$ cat config.mk
export PLATFORM = sky130hd
export DESIGN_NAME = alu_muldiv
export DESIGN_NICKNAME = d
export VERILOG_FILES = /design/src/rtl/alu_muldiv.sv
export SDC_FILE = /design/constraint.sdc
export NUM_CORES = 1
export LEC_CHECK = 0
export CAP_MARGIN = 20
export CORE_AREA = 2 2 179 181
export DETAILED_ROUTE_END_ITERATION = 10
export DIE_AREA = 0 0 181 183
export HOLD_SLACK_MARGIN = 0.02
export PLACE_DENSITY = 0.76
export SLEW_MARGIN = 10
export SYNTH_ARGS = -nofsm -noshare
export SYNTH_HDL_FRONTEND = slang
export SYNTH_SLANG_ARGS = --single-unit
export TNS_END_PERCENT = 50
$ cat constraint.sdc
create_clock -name clk -period 11.4 [get_ports clk]
set_clock_uncertainty 0.15 [all_clocks]
set_input_delay 1.71 -clock clk [delete_from_list [all_inputs] [get_ports clk]]
set_output_delay 1.71 -clock clk [all_outputs]
set_load 0.01 [all_outputs]
$ cat src/rtl/alu_muldiv.sv
// Iterative multiply/divide unit with HI/LO result registers (MULT/MULTU/DIV/DIVU/MTHI/MTLO).
// Works on operand magnitudes one bit per cycle; signs are applied in a final FIX cycle.
module alu_muldiv #(
    parameter int WIDTH = 32
) (
    input  logic             clk,
    input  logic             rst_n,
    input  logic             start,
    input  logic [2:0]       op,
    input  logic [WIDTH-1:0] num1,
    input  logic [WIDTH-1:0] num2,
    input  logic             cancel,
    output logic             busy,
    output logic             done,
    output logic             op_invalid,
    output logic             div_zero,
    output logic [WIDTH-1:0] hi,
    output logic [WIDTH-1:0] lo
);

    localparam int CW = $clog2(WIDTH + 1);

    localparam logic [2:0] OP_MULT  = 3'd0;
    localparam logic [2:0] OP_DIV   = 3'd2;
    localparam logic [2:0] OP_MTHI  = 3'd4;
    localparam logic [2:0] OP_MTLO  = 3'd5;

    typedef enum logic [1:0] {
        S_IDLE,
        S_RUN,
        S_FIX
    } state_e;

    state_e                 r_state;
    logic [CW-1:0]          r_cnt;
    logic                   r_is_div;
    logic                   r_neg_q;
    logic                   r_neg_r;
    logic                   r_dz;
    logic [WIDTH-1:0]       r_a;
    logic [2*WIDTH-1:0]     r_acc;
    logic [WIDTH-1:0]       r_rem;

    logic                   w_signed;
    logic                   w_n1_neg;
    logic                   w_n2_neg;
    logic [WIDTH-1:0]       w_mag1;
    logic [WIDTH-1:0]       w_mag2;
    logic                   w_accept;
    logic [WIDTH:0]         w_sum;
    logic [2*WIDTH-1:0]     w_mul_next;
    logic [WIDTH:0]         w_shift;
    logic                   w_ge;
    logic [WIDTH-1:0]       w_sub;
    logic [2*WIDTH-1:0]     w_prod;
    logic [WIDTH-1:0]       w_quot;
    logic [WIDTH-1:0]       w_remd;

    assign w_signed = (op == OP_MULT) || (op == OP_DIV);
    assign w_n1_neg = w_signed && num1[WIDTH-1];
    assign w_n2_neg = w_signed && num2[WIDTH-1];
    assign w_mag1   = w_n1_neg ? -num1 : num1;
    assign w_mag2   = w_n2_neg ? -num2 : num2;

    // A new mult/div may also be taken on the FIX edge so back-to-back ops cost WIDTH+1 cycles.
    assign w_accept = start && !cancel && !op[2] && (r_state == S_IDLE || r_state == S_FIX);

    // Multiply step: add multiplicand into the upper half when the low bit is set, then shift right.
    assign w_sum      = {1'b0, r_acc[2*WIDTH-1:WIDTH]} + {1'b0, r_a};
    assign w_mul_next = r_acc[0] ? {w_sum, r_acc[WIDTH-1:1]} : {1'b0, r_acc[2*WIDTH-1:1]};

    // Divide step: the dividend shifts out of r_acc's low half while quotient bits shift in.
    assign w_shift = {r_rem, r_acc[WIDTH-1]};
    assign w_ge    = (w_shift >= {1'b0, r_a});
    assign w_sub   = w_shift[WIDTH-1:0] - r_a;

    assign w_prod = r_neg_q ? -r_acc : r_acc;
    assign w_quot = r_dz ? '1 : (r_neg_q ? -r_acc[WIDTH-1:0] : r_acc[WIDTH-1:0]);
    assign w_remd = r_neg_r ? -r_rem : r_rem;

    // NOTE: all state, including the datapath registers, is reset and updated with non-blocking
    // assignments so every read in this block sees the value from before the edge.
    always_ff @(posedge clk or negedge rst_n) begin
        if (!rst_n) begin
            r_state    <= S_IDLE;
            r_cnt      <= '0;
            r_is_div   <= 1'b0;
            r_neg_q    <= 1'b0;
            r_neg_r    <= 1'b0;
            r_dz       <= 1'b0;
            r_a        <= '0;
            r_acc      <= '0;
            r_rem      <= '0;
            busy       <= 1'b0;
            done       <= 1'b0;
            op_invalid <= 1'b0;
            div_zero   <= 1'b0;
            hi         <= '0;
            lo         <= '0;
        end else begin
            done       <= 1'b0;
            op_invalid <= 1'b0;
            div_zero   <= 1'b0;

            case (r_state)
                S_IDLE: begin
                    if (start && !cancel) begin
                        if (op == OP_MTHI) begin
                            hi <= num1;
                        end else if (op == OP_MTLO) begin
                            lo <= num1;
                        end else if (op[2]) begin
                            op_invalid <= 1'b1;
                        end
                    end
                end

                S_RUN: begin
                    if (cancel) begin
                        r_state <= S_IDLE;
                        busy    <= 1'b0;
                    end else begin
                        if (r_is_div) begin
                            r_rem <= w_ge ? w_sub : w_shift[WIDTH-1:0];
                            r_acc <= {r_acc[2*WIDTH-1:WIDTH], r_acc[WIDTH-2:0], w_ge};
                        end else begin
                            r_acc <= w_mul_next;
                        end
                        r_cnt <= r_cnt - CW'(1);
                        if (r_cnt == CW'(1)) begin
                            r_state <= S_FIX;
                        end
                    end
                end

                S_FIX: begin
                    r_state <= S_IDLE;
                    busy    <= 1'b0;
                    if (!cancel) begin
                        if (r_is_div) begin
                            hi <= w_remd;
                            lo <= w_quot;
                        end else begin
                            hi <= w_prod[2*WIDTH-1:WIDTH];
                            lo <= w_prod[WIDTH-1:0];
                        end
                        done     <= 1'b1;
                        div_zero <= r_dz;
                    end
                end

                default: begin
                    r_state <= S_IDLE;
                    busy    <= 1'b0;
                end
            endcase

            // Operand capture; later assignments here override the state updates above.
            if (w_accept) begin
                r_state  <= S_RUN;
                busy     <= 1'b1;
                r_cnt    <= CW'(WIDTH);
                r_is_div <= op[1];
                r_neg_q  <= w_n1_neg ^ w_n2_neg;
                r_neg_r  <= w_n1_neg;
                r_dz     <= op[1] && (num2 == '0);
                r_a      <= op[1] ? w_mag2 : w_mag1;
                r_acc    <= {{WIDTH{1'b0}}, (op[1] ? w_mag1 : w_mag2)};
                r_rem    <= '0;
            end
        end
    end

endmodule

**After elaboration in Yosys (flattened, before gate mapping)**

Index checks and enable logic that the tools add are counted.

- Flip-flop bits (word level): 208
- Bits of input ports: 71
- Output and inout bits: 68
- Logic and storage cells: 113

- Add/subtract/negate cells: 8
- Magnitude comparators: 1
- Equality and inequality tests: 16
- Multiplexer cells: 48
- Bitwise logic cells: 1
- Reduce and logical (&&, ||, !) cells: 23

Operators by type and width:

| cell | count |
|---|---|
| 2-to-1 mux 32 bit | 21 |
| 2-to-1 mux 64 bit | 6 |
| negator 32 bit | 4 |
| case mux 32 bit (2 select lines) | 2 |
| negator 64 bit | 1 |
| adder 32 x 32 -> 33 bit | 1 |
| greater-or-equal comparator 33 x 32 -> 1 bit | 1 |
| zero test 32 bit | 1 |
| subtractor 32 bit | 1 |
| 2-to-1 mux 6 bit | 3 |
| 2-to-1 mux 1 bit | 11 |
| != test 2 x 1 -> 1 bit (second input constant) | 4 |
| != test 2 bit (second input constant) | 4 |
| == test 3 bit (second input constant) | 2 |
| == test 6 x 1 -> 1 bit (second input constant) | 1 |
| logical AND 1 bit | 6 |
| 2-to-1 mux 2 bit | 3 |
| AND reduction 2 bit | 3 |
| AND reduction 3 bit | 2 |
| nonzero test 2 bit | 3 |
| subtractor 6 x 1 -> 6 bit (second input constant) | 1 |
| AND reduction 5 bit | 1 |
| != test 4 bit (second input constant) | 1 |
| case mux 2 bit (2 select lines) | 1 |
| 11 further kinds | 13 |

**Longest topological paths before layout**

Gate-level depths: netlist (run 1).

- Depth in word-level cells: 6
- Depth in mapped cells: 14
- Gate-level depth less buffers: 13

**Worst setup path before layout (run 1)**

OpenSTA, ideal clock, no wires.

- Path kind: input to register
- From: input port num2[13]
- To: register r_a[26]
- Setup time: 0.137 ns
- Data arrival time: 3.952 ns
- Data required time: 11.113 ns
- Slack: 7.161 ns
- Cell stages on the path: 8
- Path buffers: 0
- Cells stage by stage: or4_1 -> or3_1 -> nor4_1 -> nand3_1 -> o41ai_1 -> xor2_1 -> nor2_1 -> a2bb2oi_1

- Word-level cells in the longest chain between the ends: 3

RTL lines:

| item | RTL line | text |
|---|---|---|
| from (decl) | 11 | `input logic [WIDTH-1:0] num2,` |
| negator 32 bit | 63 | `assign w_mag2 = w_n2_neg ? -num2 : num2;` |
| 2-to-1 mux 32 bit | 63 |  |
| 2-to-1 mux 32 bit | 167 | `r_a <= op[1] ? w_mag2 : w_mag1;` |
| to (signal assigned) | 167 |  |
| to (decl) | 40 | `logic [WIDTH-1:0] r_a;` |

Every way passes these cells.
A chain may end at the register's enable or synchronous reset.

**Worst setup path after layout (run 1)**

- From: input port op[2]
- To: register hi[16]

- Word-level cells in the longest chain between the ends: 3

RTL lines:

| item | RTL line | text |
|---|---|---|
| from (decl) | 9 | `input logic [2:0] op,` |
| == test 3 bit | 108 | `if (op == OP_MTHI) begin` |
| != test 2 x 1 -> 1 bit (no source line) | -- |  |
| AND reduction 4 bit (no source line) | -- |  |
| to (signal assigned) | 109 | `hi <= num1;` |
| to (signal assigned) | 141 | `hi <= w_remd;` |
| to (signal assigned) | 144 | `hi <= w_prod[2*WIDTH-1:WIDTH];` |
| to (decl) | 17 | `output logic [WIDTH-1:0] hi,` |

Every way passes these cells.

==> summary.md, run 1 <==
| Metric | Value |
|---|---|
| TritonCTS Buffers | 26 |
| GR Util met1 | approximately 53% |
| Layout cells sized above 1 | about 4.5% |
| Status | finished clean |
| Worst path slowest cell | o21a_1 |
| First-pass GRT wire length | roughly 97 mm |
| Tmin final | between 4 and 5 ns |
| CTS clk-pin slew, worst paths | around 0.06 ns |
| CP dominant cell by count | nand2_1 |
| Seq/Total Area, Yosys | between 30% and 40% |
| FF-to-FF setup slack | between 7 and 8 ns |
| Post-Syn Nets | about 2,300 |
| RSZ-0062 raised after global routing | no |
| CP top delay family | compound AO/OA/AOI/OAI gates |
| FF+latch count, synth | 208 |
| Yosys top cell area share | a little under a third |
| Met3 Use GR | 9.631% |
| Hold Startpoint | hi[29] |
| Drt wl/cell | roughly 24 um |
| Library cells used by synthesis | 71 |
| Async S/R FF share, synth | between 90% and 100% |
| Leak | around 8.1 nW |
| Area contributors post-synth | dfrtp_1 31%, o21ai_0 7.6%, xnor2_1 5.9%, nand2_1 5.5%, ha_1 5.2% |
| Cells after Synth | 2,154 |
| HPWL after DPL | about 47 mm |
| Grt total ovfl | 0 |
| Number of synthesized flops with an enable pin | 0 |
| Clock latency at the later pin of the worst-skew pair | between 0.5 and 0.6 ns |
| Drt initial violations | around 2,300 |
| Core Area | 0.03123 mm2 |
| R2R cell count | 9 |
| WHS Endpoint | hi[29] |
| Commonest non-fill, non-tap cells in the layout | 259 x o21ai_0, 250 x nand2_1, 206 x dfrtp_1 |
| Post-route ant nets | 0 |
| Commonest non-fill, non-tap cell in the layout | o21ai_0 |
| Worst-Margin Slew | between 1 and 1.5 ns |
| Crit-path cells | clkdlybuf4s50_1 > nand2_1 > nor3_1 > o21a_1 > nand2_1 > inv_1 > and2_1 > a221oi_1 > o21ai_0 |
| Die ar. | between 0.03 and 0.04 mm2 |
| Port Buffer Count | roughly 140 |
| Hold-fix buffers, CTS | 0 |
| Vias | ~17,000 |
| Initial core utilization | a little over half |
| Row cnt | 65 |
| Largest net degree at the start of global routing | 110 |
| Routability Congestion | between 1 and 1.5 |
| Syn Std Cell Area | ~0.017 mm2 |
| Initial antenna violation count | 2 |
| Post_cts resized | 0 |
| Die Height | about 180 um |
| Via-to-Cell Ratio | about 6.7 |
| Final Hold Viols | 0 |
| Hold Crit Class | flip-flop to flip-flop |
| Max-cap violations | 0 |
| H-tree Lvls | 1 |
| Critical-path maximum fanout | 27 |
| Final setup TNS | 0 ns |
| Arrival time worst endpoint | roughly 5.0 ns |
| Final Net Count | roughly 2,300 |
| GRT met2 Usage | a little over half |
| Clock sinks | approximately 210 |
| Worst Setup End Kind | flip-flop |
| Die Wd | between 150 and 200 um |
| Drt first pass iters | 6 |
| DRC | 0 |
| Fmax | 214.7 MHz |
| Overall Global Routing Usage | 37.77% |
| Worst VDD drop | roughly 0.12 mV |
| Layout area overhead | 14.44% |
| Setup Crit Path Kind | primary input to flip-flop |
| IO Count | between 100 and 150 |
| Final Slew Violations | 0 |
| Hold Path Depth | 2 |
| Gr busiest metal | met2 |
| WP buf/inv | 2 |
| Crit path required time | roughly 12 ns |
| Synth Flop Type | dfrtp_1 |
| Synth area leader | dfrtp_1 |
| CTS Buffer Depth | 3 |
| Mapped Avg Cell Area | 7.874 um2 |
| CTS tree | built |
| Setup violators final | 0 |
| Slew margin rel. | 18.53% |
| Vias in the first global route | about 16,000 |
| Final worst-path cycle share | between 40 and 50% |
| Post-CTS Setup Bufs | 0 |
| Root Buffer | clkbuf_16 |
| Area after DPL | 0.01848 mm2 |
| P per Cell Area | about 220 mW/mm2 |
| Synth warn | 0 |
| CP max stage delay | approximately 0.88 ns |
| Final instance area | around 0.019 mm2 |
| Worst R2R Start | r_acc[14] |
| WL final | about 64 mm |
| RR Endpoint | hi[29] |
| Startpoint types | primary input |
## tightest hold or removal path, stage by stage, from the launching register on
cell,delay [ns]
dfrtp_1,0.34
nand2_1,0.06
o21ai_2,0.05
## logic make-up (layout without fill, tap and decap cells)
logic type,Yosys count,count (layout),share of synthesized area [%]
AO/OA/AOI/OAI,725,725,25.75
XOR/XNOR,192,192,9.915
adder cells (fa/ha/maj),72,72,5.400
buffers and inverters,212,275,4.744
flip-flops,208,208,30.69
multiplexers,72,72,4.271
other,0,1,0
AND/OR/NAND/NOR,673,673,19.23
## cells in the mapped netlist, types with 35 or more instances
library cell / instances
xnor2_1: 114
o21ai_0: 259
nor2_1: 136
inv_1: 70
dfrtp_1: 208
o31ai_1: 41
nor3_1: 41
xor2_1: 78
o22ai_1: 40
nand2_1: 250
o211ai_1: 48
a21oi_1: 173
a21o_1: 35
nand3_1: 78
ha_1: 70
clkbuf_1: 123
mux2i_1: 69
## layer usage
layer / up-vias / routed length (um)
met3: 167 / 8180
met4: 2 / 3236
li1: 7919 / -
met2: 1103 / 26270
met1: 8293 / 26100
met5: - / 13
## through the flow
step | power (mW) | cells | util, % | hold slack, ns | worst slack, ns
after detailed placement | 3.320 | 2571 | 59.17 | 0.3153 | 6.282
final | 4.267 | 2620 | 62.15 | 0.3227 | 6.741
after global routing | 4.500 | 2619 | 62.14 | 0.3460 | 6.392
after floorplan | 2.622 | 2154 | - | 0.3136 | 7.161
after CTS | 4.195 | 2617 | 62.03 | 0.3288 | 6.812
after global placement | 3.284 | 2571 | 59.17 | 0.3132 | 6.361
## state kept, by name, summed over array words and instances (netlist names)
name	cells
r_acc	64
hi	32
lo	32
r_a	32
r_rem	32
r_cnt	6
r_state	2
busy	1
div_zero	1
done	1
op_invalid	1
r_dz	1
r_is_div	1
r_neg_q	1
r_neg_r	1
## final cells by class
cell class              count  area, um2
fillers                  2817      11820
multi-input cells        1734      10990
flip-flops and latches    208       5207
repair buffers            158       1550
clock buffers              39      800.8
well taps                 402      503.0
inverters                  71      266.5
clock inverters             7      90.09
diodes                      1      2.502
## how the worst max path moves through the flow
| stage | from | end | cells past startpoint |
|---|---|---|---|
| floorplan | num2[13] | r_a[26] | 8 |
| global placement | num2[11] | r_a[26] | 9 |
| detailed placement | num2[11] | r_a[26] | 9 |
| CTS | num2[11] | r_a[26] | 9 |
| global route | num2[11] | r_a[26] | 9 |
| finish | op[2] | hi[16] | 9 |
## where the power goes
part	internal, mW	switching [mW]	leakage [nW]
logic	0.874	1.15	5.06
registers	0.950	0.418	2.65
clock network	0.526	0.346	0.435
(Power assumes the default switching activity.)
==> run 2, diff against run 1 <==
Settings changed: CORE_AREA 2 2 179 181 to 2 2 181 183, DIE_AREA 0 0 181 183 to 0 0 183 185, PLACE_DENSITY 0.76 to 0.78.
Clock period 11.4 ns to 4 ns, I/O delays scaled along.
==> run 2 against run 1 <==
Effect of this change: sequential cell count unchanged; sequential share of layout area down 0.69 points; sequential power rose to 2.8 times the previous value; wire length up 2.8%; count of clock-buffer cells in the layout down 4; clock power rose to 3.1 times the previous value; design area up 2.6%; via count up 1.3%; utilization about the same; cell count up 2.3%; total power rose to 2.9 times the previous value; critical path type is now flip-flop to flip-flop; critical endpoint is now hi[29].
==> summary.md, run 2 (synthesized netlist as in run 1, its figures left out) <==
| Metric | Value |
|---|---|
| Status | finished clean |
| Worst Setup End Kind | flip-flop |
| Fmax | approximately 260 MHz |
| Tmin final | 3.875 ns |
| Leak | 8.457 nW (+3.9%) |
| Root Buffer | clkbuf_16 |
| Commonest non-fill, non-tap cell in the layout | o21ai_0 |
| Post_cts resized | 0 (unchanged) |
| N_diodes | 0 (-1) |
| Fill cells | 2,846 (+1.0%) |
| WL final | 65.61 mm (+2.8%) |
| First-pass GRT wire length | 99.39 mm (+2.9%) |
| Final setup TNS | 0 ns (unchanged) |
| Routability Congestion | 1.031 (+2.5%) |
| Initial antenna violation count | 2 (unchanged) |
| Arrival time worst endpoint | 4.16 ns (-0.82 ns) |
| Placed cells | 2,631 (+2.3%) |
| Die ar. | 0.03386 mm2 (+2.2%) |
| Drt wl/cell | 24.49 um (+0.58%) |
| Overall Global Routing Usage | 38.61% (+0.84 points) |
| P per Cell Area | 628.3 mW/mm2 (+190%) |
| Core Area | 0.03204 mm2 (+2.6%) |
| Crit path required time | 4.28 ns (-7.44 ns) |
| Max FFs per register | 64 (unchanged) |
| Slew margin rel. | 29.93% (+11 points) |
| Critical-path maximum fanout | 6 (-78%) |
| CTS Buffer Depth | 3 (unchanged) |
| Worst-Margin Slew | 1.051 ns (-0.1666 ns) |
| Startpoint types | flip-flop |
| RSZ-0062 raised after global routing | no |
| Worst VDD drop | 0.3882 mV (+210%) |
| Vias in the first global route | 16,270 (+3.1%) |
| Max-cap violations | 0 (unchanged) |
| Row cnt | 66 (+1.5%) |
| Largest net degree at the start of global routing | 104 (-5.5%) |
| H-tree Lvls | 1 (unchanged) |
| Post-CTS Setup Bufs | 0 (unchanged) |
| Initial core utilization | 52.93% (-1.4 points) |
| Drt first pass iters | 5 (-1) |
| Final worst-path cycle share | 96.88% |
| Setup violators final | 0 (unchanged) |
| Post-route insts no fill | 2,679 (+2.3%) |
| DRC | 0 (unchanged) |
| IO Count | 139 (unchanged) |
| Final Hold Viols | 0 (unchanged) |
| Grt total ovfl | 0 (unchanged) |
| Layout cells sized above 1 | 6.737% (+2.3 points) |
| CTS clk-pin slew, worst paths | 0.06 ns (about the same) |
| Clock sinks | 208 (unchanged) |
| Post-route ant nets | 0 (unchanged) |
| Clock latency at the later pin of the worst-skew pair | 0.55 ns (about the same) |
| Drt initial violations | 2,587 (+11%) |
| Via-to-Cell Ratio | 6.610 (-0.95%) |
| HPWL after DPL | 49.77 mm (+5.3%) |
| Layout area overhead | 17.44% |
| Setup Crit Path Kind | flip-flop to flip-flop |
| Hold-fix buffers, CTS | 0 (unchanged) |
| Die Wd | 183 um (+1.1%) |
| Die Height | 185 um (+1.1%) |
| Vias | 17,710 (+1.3%) |
| Hold Crit Class | primary input to async pin |
| Final Slew Violations | 0 (unchanged) |
| Top reg by flops | r_acc |
| Final Net Count | 2,395 (+2.3%) |
| Port Buffer Count | 138 (unchanged) |
| CTS tree | built |
| Commonest non-fill, non-tap cells in the layout | 259 x o21ai_0, 250 x nand2_1, 206 x dfrtp_1 |
| TritonCTS Buffers | 26 (unchanged) |
==> run 2: power by group <==
part / leakage [nW] / internal (mW) / switching, mW
sequential: 2.65 / 2.71 / 1.07
clock: 0.475 / 1.69 / 0.986
combinational: 5.33 / 2.60 / 3.45
==> run 2: path summary, 6_finish.rpt <==
| path | from | to | slack, ns | cells after the start |
|---|---|---|---|---|
| max reg2reg | r_acc[16] | hi[29] | 0.12 | 9 |
| max in group asynchronous | rst_n | r_acc[49] | 2.85 | 2 |
| max | r_acc[16] | hi[29] | 0.12 | 9 |
| min | rst_n | r_a[10] | 0.0003 | 1 |
| min reg2reg | hi[8] | hi[8] | 0.33 | 2 |
| min in group clk | hi[8] | hi[8] | 0.33 | 2 |
==> run 2: metal layers <==
layer / global-route usage, % / wire length, um / part of all wire, %
met3: 9.084 / 8170 / 12
met1: 55.45 / 27260 / 42
met2: 54.47 / 26550 / 40
met5: 0 / 0 / 0
met4: 18.27 / 3633 / 5.5
==> run 2: cell type report <==
type	instances	area, um2	area share [%]
multi-input combinational	1734	10990	55.17
timing repair buffer	211	1986	9.969
sequential	208	5207	26.14
tap	408	510.5	2.563
clock inverter	12	214.0	1.074
inverter	71	266.5	1.338
clock buffer	35	745.7	3.744
==> run 2: worst max-delay path, cell delays in order (launching register included) <==
cell	delay (ns)
dfrtp_1	0.45
or4_1	0.63
nor4_2	0.41
nand4_2	0.23
or4_4	0.50
or4b_4	0.55
nor4_4	0.16
mux2_1	0.35
a211oi_1	0.28
o21ai_2	0.07
==> run 2: stage by stage <==
step	hold slack (ns)	power, mW	util, %	worst slack (ns)	instance area [um2]
floorplan	0.1544	7.472	-	0.4305	16960
global placement	0.3124	9.494	59.12	0.2538	18940
detailed placement	0.3186	9.627	59.12	0.2055	18940
CTS	0.05968	12.32	62.12	0.1954	19900
global route	0.07743	13.23	62.16	0.01410	19920
finish	0.0002869	12.51	62.16	0.1246	19920
